**config.mk**
```make
export PLATFORM = sky130hd
export DESIGN_NAME = cc_checker_multi_flat
export DESIGN_NICKNAME = d
export VERILOG_FILES = /design/src/rtl/cc_checker_multi_if.sv /design/src/rtl/cc_checker_multi.sv /design/src/flat_wrapper.sv
export SDC_FILE = /design/constraint.sdc
export NUM_CORES = 1
export LEC_CHECK = 0
export BUFFER_PORTS_ARGS = -buffer_cell sky130_fd_sc_hd__buf_2
export CAP_MARGIN = 20
export CORE_ASPECT_RATIO = 1.4
export CORE_MARGIN = 4
export CORE_UTILIZATION = 38
export CTS_CLUSTER_DIAMETER = 80
export CTS_CLUSTER_SIZE = 8
export DETAILED_ROUTE_END_ITERATION = 10
export SLEW_MARGIN = 15
export SYNTH_ARGS = -nofsm -noshare
export SYNTH_HDL_FRONTEND = slang
export SYNTH_SLANG_ARGS = --single-unit
export TNS_END_PERCENT = 10
```
**constraint.sdc**
```tcl
create_clock -name clk -period 4.8 [get_ports clk]
set_input_delay 0.48 -clock clk [delete_from_list [all_inputs] [get_ports clk]]
set_output_delay 0.48 -clock clk [all_outputs]
set_load 0.005 [all_outputs]
```
**src/rtl/cc_checker_multi_if.sv**
```systemverilog
// Byte-stream and status bundle between the TS packet aligner, the
// multi-channel continuity-counter checker and the QoS register bank.
interface cc_checker_multi_if #(
  parameter int N_CH  = 4,
  parameter int CNT_W = 16
);
  logic [8*N_CH-1:0]     r_data;
  logic [N_CH-1:0]       sync;
  logic [13*N_CH-1:0]    pid_sel;
  logic                  window_tick;
  logic [4*N_CH-1:0]     cc_expected;
  logic [N_CH-1:0]       locked;
  logic [N_CH-1:0]       cc_err;
  logic [N_CH-1:0]       sync_err;
  logic [CNT_W*N_CH-1:0] err_count;

  modport master (
    output r_data, sync, pid_sel, window_tick,
    input  cc_expected, locked, cc_err, sync_err, err_count
  );

  modport slave (
    input  r_data, sync, pid_sel, window_tick,
    output cc_expected, locked, cc_err, sync_err, err_count
  );
endinterface

```
**src/rtl/cc_checker_multi.sv**
```systemverilog
// N-channel MPEG-2 TS continuity-counter checker: per-channel header parser,
// CC tracking with single-duplicate tolerance and windowed saturating error counts.
module cc_checker_multi #(
  parameter int N_CH    = 4,
  parameter int CNT_W   = 16,
  parameter int PKT_LEN = 188
) (
  input logic               clk,
  input logic               rst,
  cc_checker_multi_if.slave bus
);

  localparam logic [2:0] ST_HUNT = 3'd0;
  localparam logic [2:0] ST_H1   = 3'd1;
  localparam logic [2:0] ST_H2   = 3'd2;
  localparam logic [2:0] ST_H3   = 3'd3;
  localparam logic [2:0] ST_PAY  = 3'd4;

  localparam logic [7:0] SYNC_BYTE = 8'h47;

  localparam int               BC_W     = $clog2(PKT_LEN);
  localparam logic [BC_W-1:0]  BC_FIRST = BC_W'(32'd4);
  localparam logic [BC_W-1:0]  BC_LAST  = BC_W'(PKT_LEN - 1);
  localparam logic [BC_W-1:0]  BC_ONE   = {{(BC_W-1){1'b0}}, 1'b1};

  localparam logic [CNT_W-1:0] CNT_MAX  = {CNT_W{1'b1}};
  localparam logic [CNT_W-1:0] CNT_ONE  = {{(CNT_W-1){1'b0}}, 1'b1};

  function automatic logic [3:0] cc_inc(input logic [3:0] cc);
    return cc + 4'd1;
  endfunction

  function automatic logic [3:0] cc_dec(input logic [3:0] cc);
    return cc - 4'd1;
  endfunction

  function automatic logic [CNT_W-1:0] sat_add(input logic [CNT_W-1:0] cnt,
                                                input logic             inc);
    logic [CNT_W-1:0] res;
    if (inc && (cnt != CNT_MAX)) begin
      res = cnt + CNT_ONE;
    end else begin
      res = cnt;
    end
    return res;
  endfunction

  for (genvar i = 0; i < N_CH; i++) begin : g_ch
    logic [7:0]       byte_s;
    logic             sync_s;
    logic [12:0]      pid_sel_s;
    logic [3:0]       cc_s;
    logic             pid_hit_s;
    logic             has_payload_s;

    logic [2:0]       state_r;
    logic [2:0]       state_nx_s;
    logic [BC_W-1:0]  bcnt_r;
    logic [BC_W-1:0]  bcnt_nx_s;
    logic             hdr_done_s;
    logic             serr_nx_s;
    logic [4:0]       pid_hi_r;
    logic [7:0]       pid_lo_r;

    logic [3:0]       exp_r;
    logic [3:0]       exp_nx_s;
    logic             lock_r;
    logic             lock_nx_s;
    logic             dup_r;
    logic             dup_nx_s;
    logic             cc_err_r;
    logic             ccerr_nx_s;
    logic             sync_err_r;

    logic [CNT_W-1:0] run_r;
    logic [CNT_W-1:0] run_nx_s;
    logic [CNT_W-1:0] win_r;
    logic [CNT_W-1:0] win_nx_s;

    assign byte_s        = bus.r_data[8*i +: 8];
    assign sync_s        = bus.sync[i];
    assign pid_sel_s     = bus.pid_sel[13*i +: 13];
    assign cc_s          = byte_s[3:0];
    assign has_payload_s = byte_s[4];
    assign pid_hit_s     = ({pid_hi_r, pid_lo_r} == pid_sel_s);

    // Packet parser: a sync byte always wins over the current state.
    always_comb begin
      state_nx_s = state_r;
      bcnt_nx_s  = bcnt_r;
      hdr_done_s = 1'b0;
      serr_nx_s  = 1'b0;
      if (sync_s) begin
        if (byte_s == SYNC_BYTE) begin
          state_nx_s = ST_H1;
        end else begin
          state_nx_s = ST_HUNT;
          serr_nx_s  = 1'b1;
        end
      end else begin
        case (state_r)
          ST_HUNT: state_nx_s = ST_HUNT;
          ST_H1:   state_nx_s = ST_H2;
          ST_H2:   state_nx_s = ST_H3;
          ST_H3: begin
            state_nx_s = ST_PAY;
            bcnt_nx_s  = BC_FIRST;
            hdr_done_s = 1'b1;
          end
          ST_PAY: begin
            if (bcnt_r == BC_LAST) begin
              state_nx_s = ST_HUNT;
            end else begin
              bcnt_nx_s = bcnt_r + BC_ONE;
            end
          end
          default: state_nx_s = ST_HUNT;
        endcase
      end
    end

    // Parser state, byte counter and PID capture.
    always_ff @(posedge clk or negedge rst) begin
      if (!rst) begin
        state_r    <= ST_HUNT;
        bcnt_r     <= '0;
        pid_hi_r   <= 5'd0;
        pid_lo_r   <= 8'd0;
        sync_err_r <= 1'b0;
      end else begin
        state_r    <= state_nx_s;
        bcnt_r     <= bcnt_nx_s;
        sync_err_r <= serr_nx_s;
        if (!sync_s && (state_r == ST_H1)) begin
          pid_hi_r <= byte_s[4:0];
        end
        if (!sync_s && (state_r == ST_H2)) begin
          pid_lo_r <= byte_s;
        end
      end
    end

    // CC evaluation on a completed header carrying payload for the selected PID.
    always_comb begin
      exp_nx_s   = exp_r;
      lock_nx_s  = lock_r;
      dup_nx_s   = dup_r;
      ccerr_nx_s = 1'b0;
      if (hdr_done_s && pid_hit_s && has_payload_s) begin
        if (!lock_r) begin
          lock_nx_s = 1'b1;
          exp_nx_s  = cc_inc(cc_s);
        end else if (cc_s == exp_r) begin
          exp_nx_s = cc_inc(cc_s);
          dup_nx_s = 1'b0;
        end else if ((cc_s == cc_dec(exp_r)) && !dup_r) begin
          dup_nx_s = 1'b1;
        end else begin
          ccerr_nx_s = 1'b1;
          exp_nx_s   = cc_inc(cc_s);
          dup_nx_s   = 1'b0;
        end
      end else begin
        ccerr_nx_s = 1'b0;
      end
    end

    // The cc_err pulse on the output is the counted event, including on a tick cycle.
    always_comb begin
      if (bus.window_tick) begin
        win_nx_s = sat_add(run_r, cc_err_r);
        run_nx_s = '0;
      end else begin
        win_nx_s = win_r;
        run_nx_s = sat_add(run_r, cc_err_r);
      end
    end

    // CC tracking state, error pulse and window counters.
    always_ff @(posedge clk or negedge rst) begin
      if (!rst) begin
        exp_r    <= 4'd0;
        lock_r   <= 1'b0;
        dup_r    <= 1'b0;
        cc_err_r <= 1'b0;
        run_r    <= '0;
        win_r    <= '0;
      end else begin
        exp_r    <= exp_nx_s;
        lock_r   <= lock_nx_s;
        dup_r    <= dup_nx_s;
        cc_err_r <= ccerr_nx_s;
        run_r    <= run_nx_s;
        win_r    <= win_nx_s;
      end
    end

    assign bus.cc_expected[4*i +: 4]       = exp_r;
    assign bus.locked[i]                   = lock_r;
    assign bus.cc_err[i]                   = cc_err_r;
    assign bus.sync_err[i]                 = sync_err_r;
    assign bus.err_count[CNT_W*i +: CNT_W] = win_r;
  end

endmodule
```
**src/flat_wrapper.sv**
```systemverilog
// flat-port wrapper written by rule: the top's interface ports become plain ports
module cc_checker_multi_flat 
#(
  parameter int N_CH    = 4,
  parameter int CNT_W   = 16,
  parameter int PKT_LEN = 188
)
  (clk, rst, bus_r_data, bus_sync, bus_pid_sel, bus_window_tick, bus_cc_expected, bus_locked, bus_cc_err, bus_sync_err, bus_err_count);
  cc_checker_multi_if #(.N_CH(N_CH), .CNT_W(CNT_W)) bus_i ();
  input logic clk;
  input logic rst;
  input wire logic [$bits(bus_i.r_data)-1:0] bus_r_data;
  input wire logic [$bits(bus_i.sync)-1:0] bus_sync;
  input wire logic [$bits(bus_i.pid_sel)-1:0] bus_pid_sel;
  input wire logic [$bits(bus_i.window_tick)-1:0] bus_window_tick;
  output wire logic [$bits(bus_i.cc_expected)-1:0] bus_cc_expected;
  output wire logic [$bits(bus_i.locked)-1:0] bus_locked;
  output wire logic [$bits(bus_i.cc_err)-1:0] bus_cc_err;
  output wire logic [$bits(bus_i.sync_err)-1:0] bus_sync_err;
  output wire logic [$bits(bus_i.err_count)-1:0] bus_err_count;
  assign bus_i.r_data = bus_r_data;
  assign bus_i.sync = bus_sync;
  assign bus_i.pid_sel = bus_pid_sel;
  assign bus_i.window_tick = bus_window_tick;
  assign bus_cc_expected = bus_i.cc_expected;
  assign bus_locked = bus_i.locked;
  assign bus_cc_err = bus_i.cc_err;
  assign bus_sync_err = bus_i.sync_err;
  assign bus_err_count = bus_i.err_count;
  cc_checker_multi #(.N_CH(N_CH), .CNT_W(CNT_W), .PKT_LEN(PKT_LEN)) u_core (.clk(clk), .rst(rst), .bus(bus_i));
endmodule
```
Word level (Yosys, flattened, before mapping)
Index checks and enable logic that the tools add are counted.
{"block": "classes", "add_sub_neg": 16, "n_mul": 0, "div": 0, "n_lt_le_gt_ge": 0, "eq_ne": 52, "shift": 0, "n_mux": 84, "bitwise": 4, "n_reduce_logical": 48}
{"op": "$mux 16", "count": 8}
{"op": "$add 16x1->16 const B", "count": 4}
{"op": "$ne 16x16->1 const B", "count": 4}
{"op": "$pmux 8 s2", "count": 4}
{"op": "$eq 13x13->1", "count": 4}
{"op": "$mux 4", "count": 12}
{"op": "$pmux 3 s4", "count": 4}
{"op": "$mux 1", "count": 44}
{"op": "$add 8x1->8 const B", "count": 4}
{"op": "$eq 4x4->1", "count": 8}
{"op": "$eq 8x7->1 const B", "count": 4}
{"op": "$eq 8x8->1 const B", "count": 4}
{"op": "$mux 8", "count": 4}
{"op": "$eq 3x2->1 const B", "count": 8}
{"op": "$logic_and 1x1->1", "count": 24}
{"op": "$mux 3", "count": 8}
{"op": "$add 4x1->4 const B", "count": 4}
{"op": "$reduce_and 2->1", "count": 8}
{"op": "$sub 4x1->4 const B", "count": 4}
{"op": "$eq 3x1->1 const B", "count": 4}
{"op": "$eq 3x3->1 const B", "count": 4}
{"op": "$ne 3x2->1 const B", "count": 4}
{"op": "$ne 3x3->1 const B", "count": 4}
{"op": "$reduce_and 3->1", "count": 4}
{"op": "4 further kinds", "count": 20}
{"block": "totals", "regBits": 256, "latch_bits": 0, "ram_bits": 0, "romBits": 0, "in_bits": 91, "output_inout_bits": 92, "mem_count": 0}

Logic depth before layout (Yosys ltp)
{"block": "depth", "depth_word": 7, "mapped_depth": 7, "depth_no_buf": 7}

Worst setup path before layout
No wires, ideal clock.
{"block": "synth_path", "path_type": "register to register", "startpoint": "reg u_core.g_ch[2].exp_r[0]", "endpoint": "reg u_core.g_ch[2].exp_r[1]", "setup_ps": 128, "arrival_time_ps": 1966, "required_ps": 4672, "slack_ps": 2707, "path_stages_with_launch": 7, "n_path_buf": 0, "cell_sequence": "dfrtp_1 > inv_1 > ha_1 > xnor2_1 > or4_1 > o21ai_2 > mux2_1"}
{"block": "synth_between", "elab_chain_cells": 5, "elab_cells_between_ends": 8, "classes_between": "1 x add/sub; 3 x eq/ne; 2 x mux; 2 x reduce/logical"}
{"item": "start, declared", "line": "cc_checker_multi.sv:65", "source": "logic [3:0] exp_r;"}
{"item": "start signal, assigned", "line": "cc_checker_multi.sv:189", "source": "exp_r <= exp_nx_s;"}
{"item": "$sub 4x1->4", "line": "cc_checker_multi.sv:34", "source": "return cc - 4'd1;"}
{"item": "$eq 4x4->1", "line": "cc_checker_multi.sv:156", "source": "end else if ((cc_s == cc_dec(exp_r)) && !dup_r) begin"}
{"item": "$logic_and 1x1->1", "line": "cc_checker_multi.sv:156"}
{"item": "$ne 3x3->1 (no source line)"}
{"item": "$reduce_and 2->1 (no source line)"}
Several ways; a longest one is shown, not always the timed one.
A chain may end at the register's enable or synchronous reset.

Worst setup path after layout
Same ends and word-level chain as after synthesis.

==> impl_metrics.csv <==
group,metric,value,unit
outcome,outcome,"finished, final reports clean",
layout,postLayoutCoreUtil,45.7,%
min_path,hold_path_class,"in2reg",
sta,setup_tns,0,ns
clock_tree,postCtsSetupRepairBufs,0,
worst_setup_path,worst_ep_arrival_time,2.59,ns
routing,drt_iter0_drc,279,
routing,vias,8961,
routing,routed_wl,27900,um
worst_setup_path,timing.rr.start,"u_core.g_ch[2].exp_r[0]",
sta,slew_headroom,29.7,%
clock_tree,clock_latency,0.51,ns
routing,wire_per_inst,15.8,um
placement,gp_congestion,0.803,
power_and_ir_drop,p_sw,1110,uW
routing,ant_nets,0,
worst_setup_path,worstPathRequired,5.19,ns
power_and_ir_drop,power,4890,uW
synthesis,yosysTopAreaCell,"dfrtp_1",
sta,skew,0.0219,ns
placement,dp_hpwl,20000,um
routing,via_per_inst,5.08,
floorplan,fp-row-count,78,
global_route,antenna_found_initial,1,
worst_setup_path,slowest_stage,"or4_1",
global_route,gr-total-overflow,0,
synthesis,yosysSeqAreaShare,51.1,%
power_and_ir_drop,power.internal,3780,uW
synthesis,yosysWarnings,0,
floorplan,num_io_pins,183,
power_and_ir_drop,seq_power_share,46.1,%
sta,fin_crit_sh,45.8,%
synthesis,avgSynthCellArea,11.1,um2
synthesis,synth_area,0.0125,mm2
min_path,hp-start,"bus_r_data[6]",
floorplan,die_x,162,um
layout,seqCellArea,0.00641,mm2
clock_tree,cts_buffer_depth,3,
floorplan,core,0.0325,mm2
sta,rsz0062_at_grt,"no",
sta,worstMarginPinSlew,1.05,ns
power_and_ir_drop,swShare,22.8,%
layout,drive_gt1_share,25.2,%
worst_setup_path,crit_path_max_incr_delay,0.54,ns
global_route,grt_pass1_vias,9344,
global_route,grt_util_all_layers,15.5,%
clock_tree,cts_max_level,2,
worst_setup_path,startpoint,"u_core.g_ch[2].exp_r[0]",
job,maxCapViolations,0,
clock_tree,clk_pin_slew,0.05,ns
power_and_ir_drop,clkPwrFrac,47.2,%
clock_tree,cts_tree,"built",
clock_tree,cts_sinks,256,
routing,drc_errors,0,
synthesis,synth_cell_type_count,65,
synthesis,ys_seq_elements,256,
synthesis,post-synth-top-count-cell,"dfrtp_1",
layout,final_nets,1429,
synthesis,synth_commonest_cells,"dfrtp_1, nor2_1, xnor2_1",
floorplan,die-area,0.0360,mm2
power_and_ir_drop,comb_power_share,6.7,%
min_path,hold-path-cell-count,2,
floorplan,die_h,223,um
global_route,grt_pass1_wl,46500,um
layout,area_growth,18.4,%
worst_setup_path,start_kind,"flop",
floorplan,initial_core_util,38.6,%
global_route,grt_max_degree,149,
sta,clock.fmax,455,MHz
synthesis,syn_nets,1242,
synthesis,synth_top_area_share,51.1,%
clock_tree,root_buffer,"clkbuf_16",
sta,setup_viol,0,
layout,multi_input_area,0.00582,mm2
sta,final_max_slew_viol_count,0,
synthesis,async_flop_share,100,%
synthesis,yosys-top-cells-area,"dfrtp_1, xnor2_1, mux2_2, nor2_1, xor2_1",
clock_tree,numCtsBuffers,37,
power_and_ir_drop,powerDensity,329,mW/mm2
worst_setup_path,cp_max_fo,4,
routing,drt_first_pass_iters,4,
sta,hold_viol_final,0,
synthesis,synth_edf_count,0,
layout,diodes,0,
worst_setup_path,path_cells,"inv_1, ha_1, xnor2_1, or4_1, o21ai_2, mux2_1",
synthesis,ys.flop_type,"dfrtp_1",
layout,n_fill_cell,3071,
power_and_ir_drop,power_leakage,0.00703,uW
synthesis,synthCells,1135,
worst_setup_path,end_kind,"flop",
worst_setup_path,criticalPathCategory,"reg2reg",
placement,port_buffers,182,
sta,finalCriticalPeriod,2.20,ns
power_and_ir_drop,max-vdd-ir-drop,0.229,mV
worst_setup_path,rr_worst_depth,6,
[stage by stage]
stage | cell area [um2] | hold slack, ns | cells | setup WS [ns]
2_1_floorplan | 12500 | 0.184 | 1135 | 2.71
3_3_place_gp | 13900 | 0.484 | 1722 | 2.56
3_5_place_dp | 13900 | 0.492 | 1722 | 2.54
4_1_cts | 14900 | 0.185 | 1763 | 2.58
5_1_grt | 14900 | 0.206 | 1763 | 2.47
6_report | 14900 | 0.218 | 1763 | 2.60
[final timing paths]
| path | slack, ns | end |
|---|---|---|
| max | 2.60 | u_core.g_ch[2].exp_r[1] |
| min | 0.22 | u_core.g_ch[0].pid_lo_r[6] |
| max reg2reg | 2.60 | u_core.g_ch[2].exp_r[1] |
| min reg2reg | 0.50 | u_core.g_ch[3].win_r[6] |
| max in group asynchronous | 3.10 | u_core.g_ch[0].win_r[7] |
| min in group asynchronous | 0.55 | u_core.g_ch[1].win_r[7] |
[registers in the layout, summed over array words and instances (netlist names)]
signal,flops
u_core.g_ch.lock_r,4
u_core.g_ch.pid_hi_r,20
u_core.g_ch.win_r,64
u_core.g_ch.state_r,12
u_core.g_ch.sync_err_r,4
u_core.g_ch.dup_r,4
u_core.g_ch.pid_lo_r,32
u_core.g_ch.bcnt_r,32
u_core.g_ch.run_r,64
u_core.g_ch.exp_r,16
u_core.g_ch.cc_err_r,4
[power by group through the flow]
stage	Sequential (uW)	Combinational [uW]	Clock (uW)
6_report	2260	326	2310
3_5_place_dp	2290	334	0
4_1_cts	2250	336	2400
5_1_grt	2260	367	2470
3_3_place_gp	2290	329	0
2_1_floorplan	2290	164	0
[worst max-delay path: cells and delay by family, from the launching register on]
kind / cells / cell delay (ns)
flip-flops: 1 / 0.39
adder cells (fa/ha/maj): 1 / 0.30
AO/OA/AOI/OAI: 1 / 0.28
multiplexers: 1 / 0.36
AND/OR/NAND/NOR: 1 / 0.54
XOR/XNOR: 1 / 0.12
buffers and inverters: 1 / 0.08
[layout by cell type, fill, tap and decap left out, types with 7 or more instances in the layout]
cell type and n:
mux2i_1 28, a21oi_1 58, mux2_1 8, o21ai_0 14, inv_1 29, nor4_1 8
and4_1 12, clkbuf_16 39, mux2_2 64, ha_1 16, dfrtp_1 256, buf_2 180
nand2_1 47, nor3_1 21, xnor2_1 93, nand3_1 44, xor2_1 52, or2_2 11
a31oi_1 8, nand4_1 46, a21o_1 7, nor2b_1 10, nor2_1 143, and3_1 26
[per-layer routing]
layer	vias up	part of all wire (%)	global-route usage, %	routed length (um)
met1	4389	41	18.5	11400
met4	2	2.2	4.74	610
met2	157	51	27.3	14300
li1	4364	-	-	-
met3	49	5.4	3.94	1520
met5	-	0.047	0	13
[cells by family after synthesis]
family / count (synthesis) / synth area share [%]
flops: 256 / 51.1
buf+inv: 68 / 2.53
fa+ha+maj: 16 / 1.60
simple gates: 433 / 19.5
mux: 106 / 9.41
xor+xnor: 145 / 10.1
compound gates: 111 / 5.73
[final cells by class]
type	count	share of cell area (%)
flip-flops and latches	256	43.1
multi-input cells	811	39.2
repair buffers	187	6.60
clock buffers	39	6.57
well taps	440	3.71
inverters	29	0.733
clock inverters	1	0.0590
[what timing repair did]
item	CTS	global route
hold buffers	1	0
endpoints found under the hold margin	5	0
resized for setup	0	0
Power figures use the tool's default switching activity.
